## src/rtl/pool_frame_sequencer.sv

```systemverilog
// ---------------------------------------------------------------------------
// pool_frame_sequencer
//
// Purpose:
//   Frame sequencer in front of the max-pool stage. Buffers one
//   channel-interleaved pixel from an unframed valid/ready stream and
//   re-emits it as a contiguous CHANNEL_NUM-beat burst followed by at least
//   GAP_CYCLES idle cycles, adding sop/eop/sof/eof line and frame framing.
//
// Configuration macro:
//   POOL_SEQ_STATS_EN - when defined, frame_cnt_o counts completed frames
//                       (16 bit, wraps). When undefined, frame_cnt_o is 0.
//
// Ports:
//   clk           in   clock, rising edge
//   reset_n       in   asynchronous active-low reset
//   start_i       in   arm one frame (pulse)
//   s_valid_i     in   upstream sample valid
//   s_data_i      in   upstream sample (signed)
//   s_ready_o     out  upstream transfer allowed
//   m_valid_o     out  sample valid to pool stage
//   m_data_o      out  sample to pool stage
//   m_sop_o       out  first beat of a line
//   m_eop_o       out  last beat of a line
//   m_sof_o       out  first beat of frame
//   m_eof_o       out  last beat of frame
//   busy_o        out  sequencer not idle
//   frame_done_o  out  1-cycle pulse, cycle after m_eof_o
//   err_o         out  sticky: start_i seen while busy
//   frame_cnt_o   out  completed frame count
// ---------------------------------------------------------------------------
module pool_frame_sequencer #(
    parameter int DATA_WIDTH  = 8,
    parameter int CHANNEL_NUM = 3,
    parameter int STRING_LEN  = 4,
    parameter int LINE_NUM    = 4,
    parameter int GAP_CYCLES  = 1
) (
    input  logic                         clk,
    input  logic                         reset_n,
    input  logic                         start_i,
    input  logic                         s_valid_i,
    input  logic signed [DATA_WIDTH-1:0] s_data_i,
    output logic                         s_ready_o,
    output logic                         m_valid_o,
    output logic signed [DATA_WIDTH-1:0] m_data_o,
    output logic                         m_sop_o,
    output logic                         m_eop_o,
    output logic                         m_sof_o,
    output logic                         m_eof_o,
    output logic                         busy_o,
    output logic                         frame_done_o,
    output logic                         err_o,
    output logic [15:0]                  frame_cnt_o
);

    localparam int CW = $clog2(CHANNEL_NUM + 1);
    localparam int XW = $clog2(STRING_LEN + 1);
    localparam int YW = $clog2(LINE_NUM + 1);
    localparam int GW = $clog2(GAP_CYCLES + 1);

    localparam logic [CW-1:0] C_LAST   = CW'(CHANNEL_NUM - 1);
    localparam logic [XW-1:0] COL_LAST = XW'(STRING_LEN - 1);
    localparam logic [YW-1:0] ROW_LAST = YW'(LINE_NUM - 1);
    localparam logic [GW-1:0] GAP_LAST = GW'(GAP_CYCLES - 1);

    typedef enum logic [2:0] {
        S_IDLE,
        S_LOAD,
        S_EMIT,
        S_GAP,
        S_DONE
    } state_t;

    state_t r_state, w_state_d;

    logic [CW-1:0] r_chan, w_chan_d;
    logic [XW-1:0] r_col,  w_col_d;
    logic [YW-1:0] r_row,  w_row_d;
    logic [GW-1:0] r_gap,  w_gap_d;

    logic signed [DATA_WIDTH-1:0] r_buf [CHANNEL_NUM];

    logic                         r_ready;
    logic                         r_valid;
    logic signed [DATA_WIDTH-1:0] r_data;
    logic                         r_sop, r_eop, r_sof, r_eof;
    logic                         r_busy, r_done, r_err;

    logic w_accept;
    logic w_last_beat;
    logic w_emit_d;

    assign w_accept    = s_valid_i & r_ready;
    assign w_last_beat = (r_state == S_EMIT) && (r_chan == C_LAST) &&
                         (r_col == COL_LAST) && (r_row == ROW_LAST);
    assign w_emit_d    = (w_state_d == S_EMIT);

    // Next-state and counter logic
    always_comb begin
        w_state_d = r_state;
        w_chan_d  = r_chan;
        w_col_d   = r_col;
        w_row_d   = r_row;
        w_gap_d   = r_gap;
        case (r_state)
            S_IDLE: begin
                if (start_i) w_state_d = S_LOAD;
            end
            S_LOAD: begin
                if (w_accept) begin
                    if (r_chan == C_LAST) begin
                        w_chan_d  = '0;
                        w_state_d = S_EMIT;
                    end else begin
                        w_chan_d = r_chan + 1'b1;
                    end
                end
            end
            S_EMIT: begin
                if (r_chan == C_LAST) begin
                    w_chan_d  = '0;
                    w_state_d = S_GAP;
                    if (r_col == COL_LAST) begin
                        w_col_d = '0;
                        w_row_d = (r_row == ROW_LAST) ? '0 : r_row + 1'b1;
                    end else begin
                        w_col_d = r_col + 1'b1;
                    end
                end else begin
                    w_chan_d = r_chan + 1'b1;
                end
            end
            S_GAP: begin
                if (r_gap == GAP_LAST) begin
                    w_gap_d = '0;
                    // Both position counters back at zero inside GAP can only
                    // mean the last pixel of the frame was just emitted.
                    w_state_d = (r_col == '0 && r_row == '0) ? S_DONE : S_LOAD;
                end else begin
                    w_gap_d = r_gap + 1'b1;
                end
            end
            S_DONE: begin
                w_state_d = S_IDLE;
            end
            default: begin
                w_state_d = S_IDLE;
            end
        endcase
    end

    // State and counters
    always_ff @(posedge clk or negedge reset_n) begin
        if (!reset_n) begin
            r_state <= S_IDLE;
            r_chan  <= '0;
            r_col   <= '0;
            r_row   <= '0;
            r_gap   <= '0;
        end else begin
            r_state <= w_state_d;
            r_chan  <= w_chan_d;
            r_col   <= w_col_d;
            r_row   <= w_row_d;
            r_gap   <= w_gap_d;
        end
    end

    // Pixel buffer, contents are don't-care after reset
    always_ff @(posedge clk) begin
        if (w_accept) r_buf[r_chan] <= s_data_i;
    end

    // Registered outputs are computed from next-state values so that each
    // output beat lines up with the cycle the FSM spends in that beat.
    always_ff @(posedge clk or negedge reset_n) begin
        if (!reset_n) begin
            r_ready <= 1'b0;
            r_valid <= 1'b0;
            r_data  <= '0;
            r_sop   <= 1'b0;
            r_eop   <= 1'b0;
            r_sof   <= 1'b0;
            r_eof   <= 1'b0;
            r_busy  <= 1'b0;
            r_done  <= 1'b0;
            r_err   <= 1'b0;
        end else begin
            r_ready <= (r_state == S_LOAD) && !(w_accept && r_chan == C_LAST);
            r_valid <= w_emit_d;
            if (w_emit_d) begin
                // Bypass covers CHANNEL_NUM=1, where beat 0 is the sample
                // being written into the buffer on this same edge.
                r_data <= (w_accept && r_chan == w_chan_d) ? s_data_i : r_buf[w_chan_d];
            end
            r_sop  <= w_emit_d && (w_chan_d == '0) && (w_col_d == '0);
            r_eop  <= w_emit_d && (w_chan_d == C_LAST) && (w_col_d == COL_LAST);
            r_sof  <= w_emit_d && (w_chan_d == '0) && (w_col_d == '0) && (w_row_d == '0);
            r_eof  <= w_emit_d && (w_chan_d == C_LAST) && (w_col_d == COL_LAST) &&
                      (w_row_d == ROW_LAST);
            r_busy <= (w_state_d != S_IDLE);
            r_done <= w_last_beat;
            r_err  <= r_err | (start_i & (r_state != S_IDLE));
        end
    end

`ifdef POOL_SEQ_STATS_EN
    logic [15:0] r_frame_cnt;

    always_ff @(posedge clk or negedge reset_n) begin
        if (!reset_n) begin
            r_frame_cnt <= '0;
        end else if (r_state == S_DONE) begin
            r_frame_cnt <= r_frame_cnt + 16'd1;
        end
    end

    assign frame_cnt_o = r_frame_cnt;
`else
    assign frame_cnt_o = '0;
`endif

    assign s_ready_o    = r_ready;
    assign m_valid_o    = r_valid;
    assign m_data_o     = r_data;
    assign m_sop_o      = r_sop;
    assign m_eop_o      = r_eop;
    assign m_sof_o      = r_sof;
    assign m_eof_o      = r_eof;
    assign busy_o       = r_busy;
    assign frame_done_o = r_done;
    assign err_o        = r_err;

endmodule

```

## config.mk

```make
export PLATFORM = sky130hd
export DESIGN_NAME = pool_frame_sequencer
export DESIGN_NICKNAME = d
export VERILOG_FILES = /design/src/rtl/pool_frame_sequencer.sv
export SDC_FILE = /design/constraint.sdc
export NUM_CORES = 1
export LEC_CHECK = 0
export BUFFER_PORTS_ARGS = -buffer_cell sky130_fd_sc_hd__buf_4
export CORE_MARGIN = 2
export CORE_UTILIZATION = 37
export DETAILED_ROUTE_END_ITERATION = 6
export GPL_TIMING_DRIVEN = 0
export PLACE_DENSITY = 0.6
export SYNTH_ARGS = -nofsm -noshare
export SYNTH_HDL_FRONTEND = slang
export SYNTH_SLANG_ARGS = --single-unit
```

## constraint.sdc

```tcl
create_clock -name clk -period 2.31 [get_ports clk]
set_input_delay 0.1155 -clock clk [delete_from_list [all_inputs] [get_ports clk]]
set_output_delay 0.1155 -clock clk [all_outputs]
set_load 0.02 [all_outputs]
```

# Word-level counts from Yosys, hierarchy flattened
# Memory sizes are Yosys's and may differ from the RTL's. A register that Yosys moved wholly into a read port is not among the register bits.
# Cells that the tools add are included.
dict set report word_totals {
  ff_bits 21
  mem_bits_rw 24
  output_inout_bits 33
  word_cells 74
  memories 1
}
# memory words word_bits rd rd_ports_with_merged_regs wr line
set memory_table {}
lappend memory_table {r_buf 3 8 1 1 1 82} ;# logic signed [DATA_WIDTH-1:0] r_buf [CHANNEL_NUM];
dict set report classes {
  n_addsub 4
  n_eq_ne 10
  n_mux 20
  bitwise 3
  n_reduce_logical 22
}
# op count
set op_table {}
lappend op_table {{2-to-1 mux 3 bit} 13}
lappend op_table {{equality test 3 x 2 -> 1 bit, second input constant} 7}
lappend op_table {{logical NOT 3 bit} 5}
lappend op_table {{logical AND 1 bit} 12}
lappend op_table {{case mux 3 bit (4 select lines)} 1}
lappend op_table {{adder 3 x 1 -> 3 bit, second input constant} 2}
lappend op_table {{nonzero test 3 bit} 2}
lappend op_table {{equality test 2 bit, second input constant} 2}
lappend op_table {{2-to-1 mux 2 bit} 2}
lappend op_table {{case mux 2 bit (2 select lines)} 1}
lappend op_table {{equality test 3 x 1 -> 1 bit, second input constant} 1}
lappend op_table {{2-to-1 mux 1 bit} 3}
lappend op_table {{adder 2 x 1 -> 2 bit, second input constant} 1}
lappend op_table {{AND 1 bit} 2}
lappend op_table {{logical NOT 1 bit} 2}
lappend op_table {{logical NOT 2 bit} 1}
lappend op_table {{adder 1 bit, second input constant} 1}
lappend op_table {{OR 1 bit} 1}

# Logic depth before layout (Yosys ltp)
dict set report logic_depth {
  ltp_word 9
  depth_mapped 7
}

# Worst setup path before layout
# Ideal clock, no wire load.
dict set report synth_path {
  path_kind {register -> register}
  from {register r_chan[1]}
  to {register r_sof, in the netlist m_sof_o}
  setup_ps 87
  arrival_ps 1845
  required_ps 2223
  slack_ps 378
  stages_incl_launch_ff 6
  n_path_buf 1
  period_less_slack_ps 1932
  cell_sequence {dfrtp_1 buf_2 and4b_1 a22oi_1 or4_1 a211oi_2}
}
dict set report synth_via {
  elab_chain_cells 8
  elab_cells_between_ends 20
  cone_classes {add/sub (1); eq/ne (2); mux (11); reduce/logical (6)}
}
# item line
set synth_rtl {}
lappend synth_rtl {{from (decl)} 77} ;# logic [CW-1:0] r_chan, w_chan_d;
lappend synth_rtl {{from (signal assigned)} 163} ;# r_chan <= w_chan_d;
lappend synth_rtl {{adder 2 x 1 -> 2 bit / equality test 2 bit (equally long branches)} n/a}
lappend synth_rtl {{2-to-1 mux 2 bit / 2-to-1 mux 3 bit (equally long branches)} {112, 121}}
lappend synth_rtl {{2-to-1 mux 2 bit / 2-to-1 mux 3 bit (equally long branches)} 111} ;# if (w_accept) begin
lappend synth_rtl {{case mux 2 bit (2 select lines) / case mux 3 bit (4 select lines) (equally long branches)} 106} ;# case (r_state)
lappend synth_rtl {{logical NOT 2 bit / equality test 3 x 2 -> 1 bit (equally long branches)} {199, 97}}
lappend synth_rtl {{logical AND 1 bit (2 in series)} 199} ;# r_sof <= w_emit_d && (w_chan_d == '0) && (w_col_d == '0) && (w_row_d == '0);
lappend synth_rtl {{logical AND 1 bit *} 199}
lappend synth_rtl {{to (signal assigned)} 199}
lappend synth_rtl {{to (decl)} 87} ;# logic r_sop, r_eop, r_sof, r_eof;
# Mark *: on every way between the ends. The rest lies on a longest branch, timed or not.
# A chain may end at the register's enable or synchronous reset.

# Final worst setup path
dict set report layout_path {
  from {register r_state[2]}
  to {register r_sof, in the netlist m_sof_o}
}
dict set report layout_via {
  elab_chain_cells 7
  elab_cells_between_ends 20
  cone_classes {eq/ne (4); mux (9); reduce/logical (7)}
}
# item line
set layout_rtl {}
lappend layout_rtl {{from (decl)} 75} ;# state_t r_state, w_state_d;
lappend layout_rtl {{from (signal assigned)} 162} ;# r_state <= w_state_d;
lappend layout_rtl {{2-to-1 mux 3 bit} 112} ;# if (r_chan == C_LAST) begin
lappend layout_rtl {{2-to-1 mux 3 bit} 111}
lappend layout_rtl {{case mux 3 bit (4 select lines)} 106}
lappend layout_rtl {{equality test 3 x 2 -> 1 bit} 97} ;# assign w_emit_d = (w_state_d == S_EMIT);
lappend layout_rtl {{logical AND 1 bit (2 in series)} 199}
lappend layout_rtl {{logical AND 1 bit *} 199}
# Marked as above.

==> summary.txt <==
Floorplan
  • Die width: around 84 um
  • Rows: 29
  • Io pins: between 40 and 50
  • Initial Util: 37.83%
  • Die height: 84.12 um
  • Die area: between 7000 and 8000 sq um
  • Core area: about 6300 sq um

Logic synthesis
  • Syn avg cell area: approximately 13 sq um
  • Mapped cell area: 2375 sq um
  • Asr flop ratio synth: between 50% and 60%
  • Top post-synthesis cells by area: edfxtp_1, dfrtp_1, buf_4, o2111ai_1, a22oi_1
  • Yosys top cell area share: a little under a third
  • Cell count after synthesis: 189
  • Synthesis Warnings: 0
  • Yosys top cell by area: edfxtp_1
  • Post-synthesis cell type count: 48
  • Main synth FF type: dfrtp_1
  • Post-synthesis register bit count: 52
  • Number of enable flip-flop cells after synthesis: 24
  • Seq/Total Area, Yosys: about 60%

Setup path
  • Flop2flop setup slack: around 0.17 ns
  • CP Launch Type: flop
  • Largest fanout on the critical path: 10
  • Arr. time, crit path: 2.37 ns
  • Reg2Reg Launch Point: r_state[2]$_DFF_PN0_
  • Crit path from: r_state[2]$_DFF_PN0_
  • Critical Path RT: ~2.5 ns
  • Crit end category: flop
  • CP Class: reg2reg

Clock tree
  • Longest Clk Path Bufs: 2
  • CTS tree: built
  • H-tree levels: 2
  • Root Driver: clkbuf_8
  • Worst-skew pair later-pin latency: 0.31 ns
  • CTS Buf Count: 5
  • Setup bufs post-CTS: 0
  • Sink Count: 52
  • Clock transition at the registers of the reported paths: 0.09 ns

Final layout
  • Commonest non-fill, non-tap cell in the layout: buf_4
  • Layout cells sized above 1: approximately 28%
  • Final nets: ~260
  • Commonest non-fill, non-tap cells in the layout: buf_4, dfrtp_1, edfxtp_1, conb_1
  • Post-route cell area: 2935 sq um
  • FF/Latch Area: roughly 1400 sq um
  • Fill cells: just over 600
  • Layout Area Growth over Synthesis: 23.60%
  • Multi-input gate area: 823.3 sq um
  • Antenna cells: 0

Global routing
  • Global-route wire length before repair: about 8000 um
  • Gr ovfl total: 0
  • Gr usage total: about 15%
  • Largest net degree at the start of global routing: 29
  • Number of global-route vias before repair: between 1500 and 2000
  • Initial antenna violation count: 0

Timing
  • Period utilization: between 90 and 100%
  • Worst-margin pin slew: roughly 1.3 ns
  • Endpoints failing hold: 0
  • Final Skew: about 0.0040 ns
  • Achievable Freq: ~0.47 GHz
  • # setup viols final: 0
  • Setup repair after global routing missed its margin: no
  • Relative slew slack: 15.94%
  • WHS: between 0.03 and 0.04 ns
  • Period minus WS final: roughly 2.1 ns
  • Slew Limit Fails: 0

Min path
  • Worst Min Path Start: start_i
  • Hold WC Path Type: in2reg

Detailed routing
  • Detail Route Antenna Nets: 0
  • Detailed Route WL: roughly 4900 um
  • Vias per cell: between 4 and 5
  • DR vias: roughly 1600
  • DR iter-0 viols: between 90 and 100
  • WL/cell: between 10 and 15 um
  • DRC: 0
  • DRT Pass-1 Iters: 4

Place
  • GPL Wtd Cong: 0.7413
  • # port buffers: 28
  • DP HPWL: between 3000 and 4000 um
  • Cell Area, Placed: about 2700 sq um

Flow run
  • Max-cap viol count: 0

Pwr
  • Max VDD drop: between 0.5 and 0.6 mV
  • Pwr/cell area: just over 900 nW/um^2
  • Leakage power: approximately 1.2 nW

Status
  • Outcome: finished, final reports clean
path summary, 6_finish.rpt:
kind	to	depth (start not counted)
setup / recovery	m_sof_o$_DFF_PN0_	5
hold / removal	busy_o$_DFF_PN0_	3
setup reg to reg	m_sof_o$_DFF_PN0_	5
hold reg to reg	frame_done_o$_DFF_PN0_	1
max in group asynchronous	r_row[1]$_DFF_PN0_	2
min in group asynchronous	err_o$_DFF_PN0_	2
what timing repair did:
item	in CTS	in global routing
gates resized for setup	2	7
hold buffers	9	0
setup endpoints to repair	10	2
hold endpoints to repair	51	0
kinds of logic after synthesis:
logic type               count (synthesis)  share of synthesized area, %
other                                    1                        0.1579
multiplexers                             3                         1.317
adder cells (fa/ha/maj)                  4                         2.108
AND/OR/NAND/NOR                         50                         12.80
AO/OA/AOI/OAI                           43                         15.23
buffers and inverters                   36                         8.535
flip-flops                              52                         59.85
report_power, final:
group	internal [mW]	switching, mW	leakage (nW)
combinational	0.364	0.593	0.586
sequential	1.16	0.0845	0.581
clock	0.216	0.301	0.0414
total	1.74	0.979	1.21
routing by layer:
layer	vias to the layer above	wire length, um	GRT usage, %
li1	798	-	-
met1	771	2272	19.72
met2	37	2297	23.95
met3	8	232	3.462
met4	0	61	4.399
met5	-	0	0
per-stage QoR:
stage	setup slack [ns]	util [%]	total power, mW	TNS, ns	cells
after floorplan	0.3783	-	1.878	0	204
after global placement	-0.2424	43.61	2.193	-0.4102	309
after detailed placement	-0.2581	43.61	2.206	-0.5775	309
after CTS	0.04019	46.56	2.741	0	326
after global routing	0.03382	46.76	2.899	0	326
final	0.1711	46.76	2.721	0	326
synth_stat cells, drive strengths merged (3+ instances only):
cell type	instances
a21oi	3
a22oi	9
buf	20
clkbuf	5
dfrtp	28
edfxtp	24
ha	4
inv	10
nand2	5
nand2b	4
nand3	9
nand4	4
nor2	7
nor3	6
o2111ai	9
o211ai	9
area by class of cell:
type	count	area share [%]
Timing Repair Buffer	37	10.23
Multi-Input combinational cell	116	28.05
Tap cell	77	3.282
Inverter	11	1.407
Buffer	25	5.584
Clock buffer	6	2.472
Sequential cell	52	48.42
Clock inverter	2	0.5541
critical path, stage by stage, from the launching register on:
cell      delay, ns
dfrtp_1        0.41
clkbuf_1       0.28
nor3b_2        0.37
a22oi_2        0.27
or4_1          0.52
a211oi_2       0.21
flip-flops by register name (all words and copies together), names as in the netlist, 2 cells and up:
signal and flops:
r_row 3, r_chan 2, r_state 3, r_col 3, m_data_o 8, r_buf 24
No activity file was read; power rests on OpenSTA's default activity.
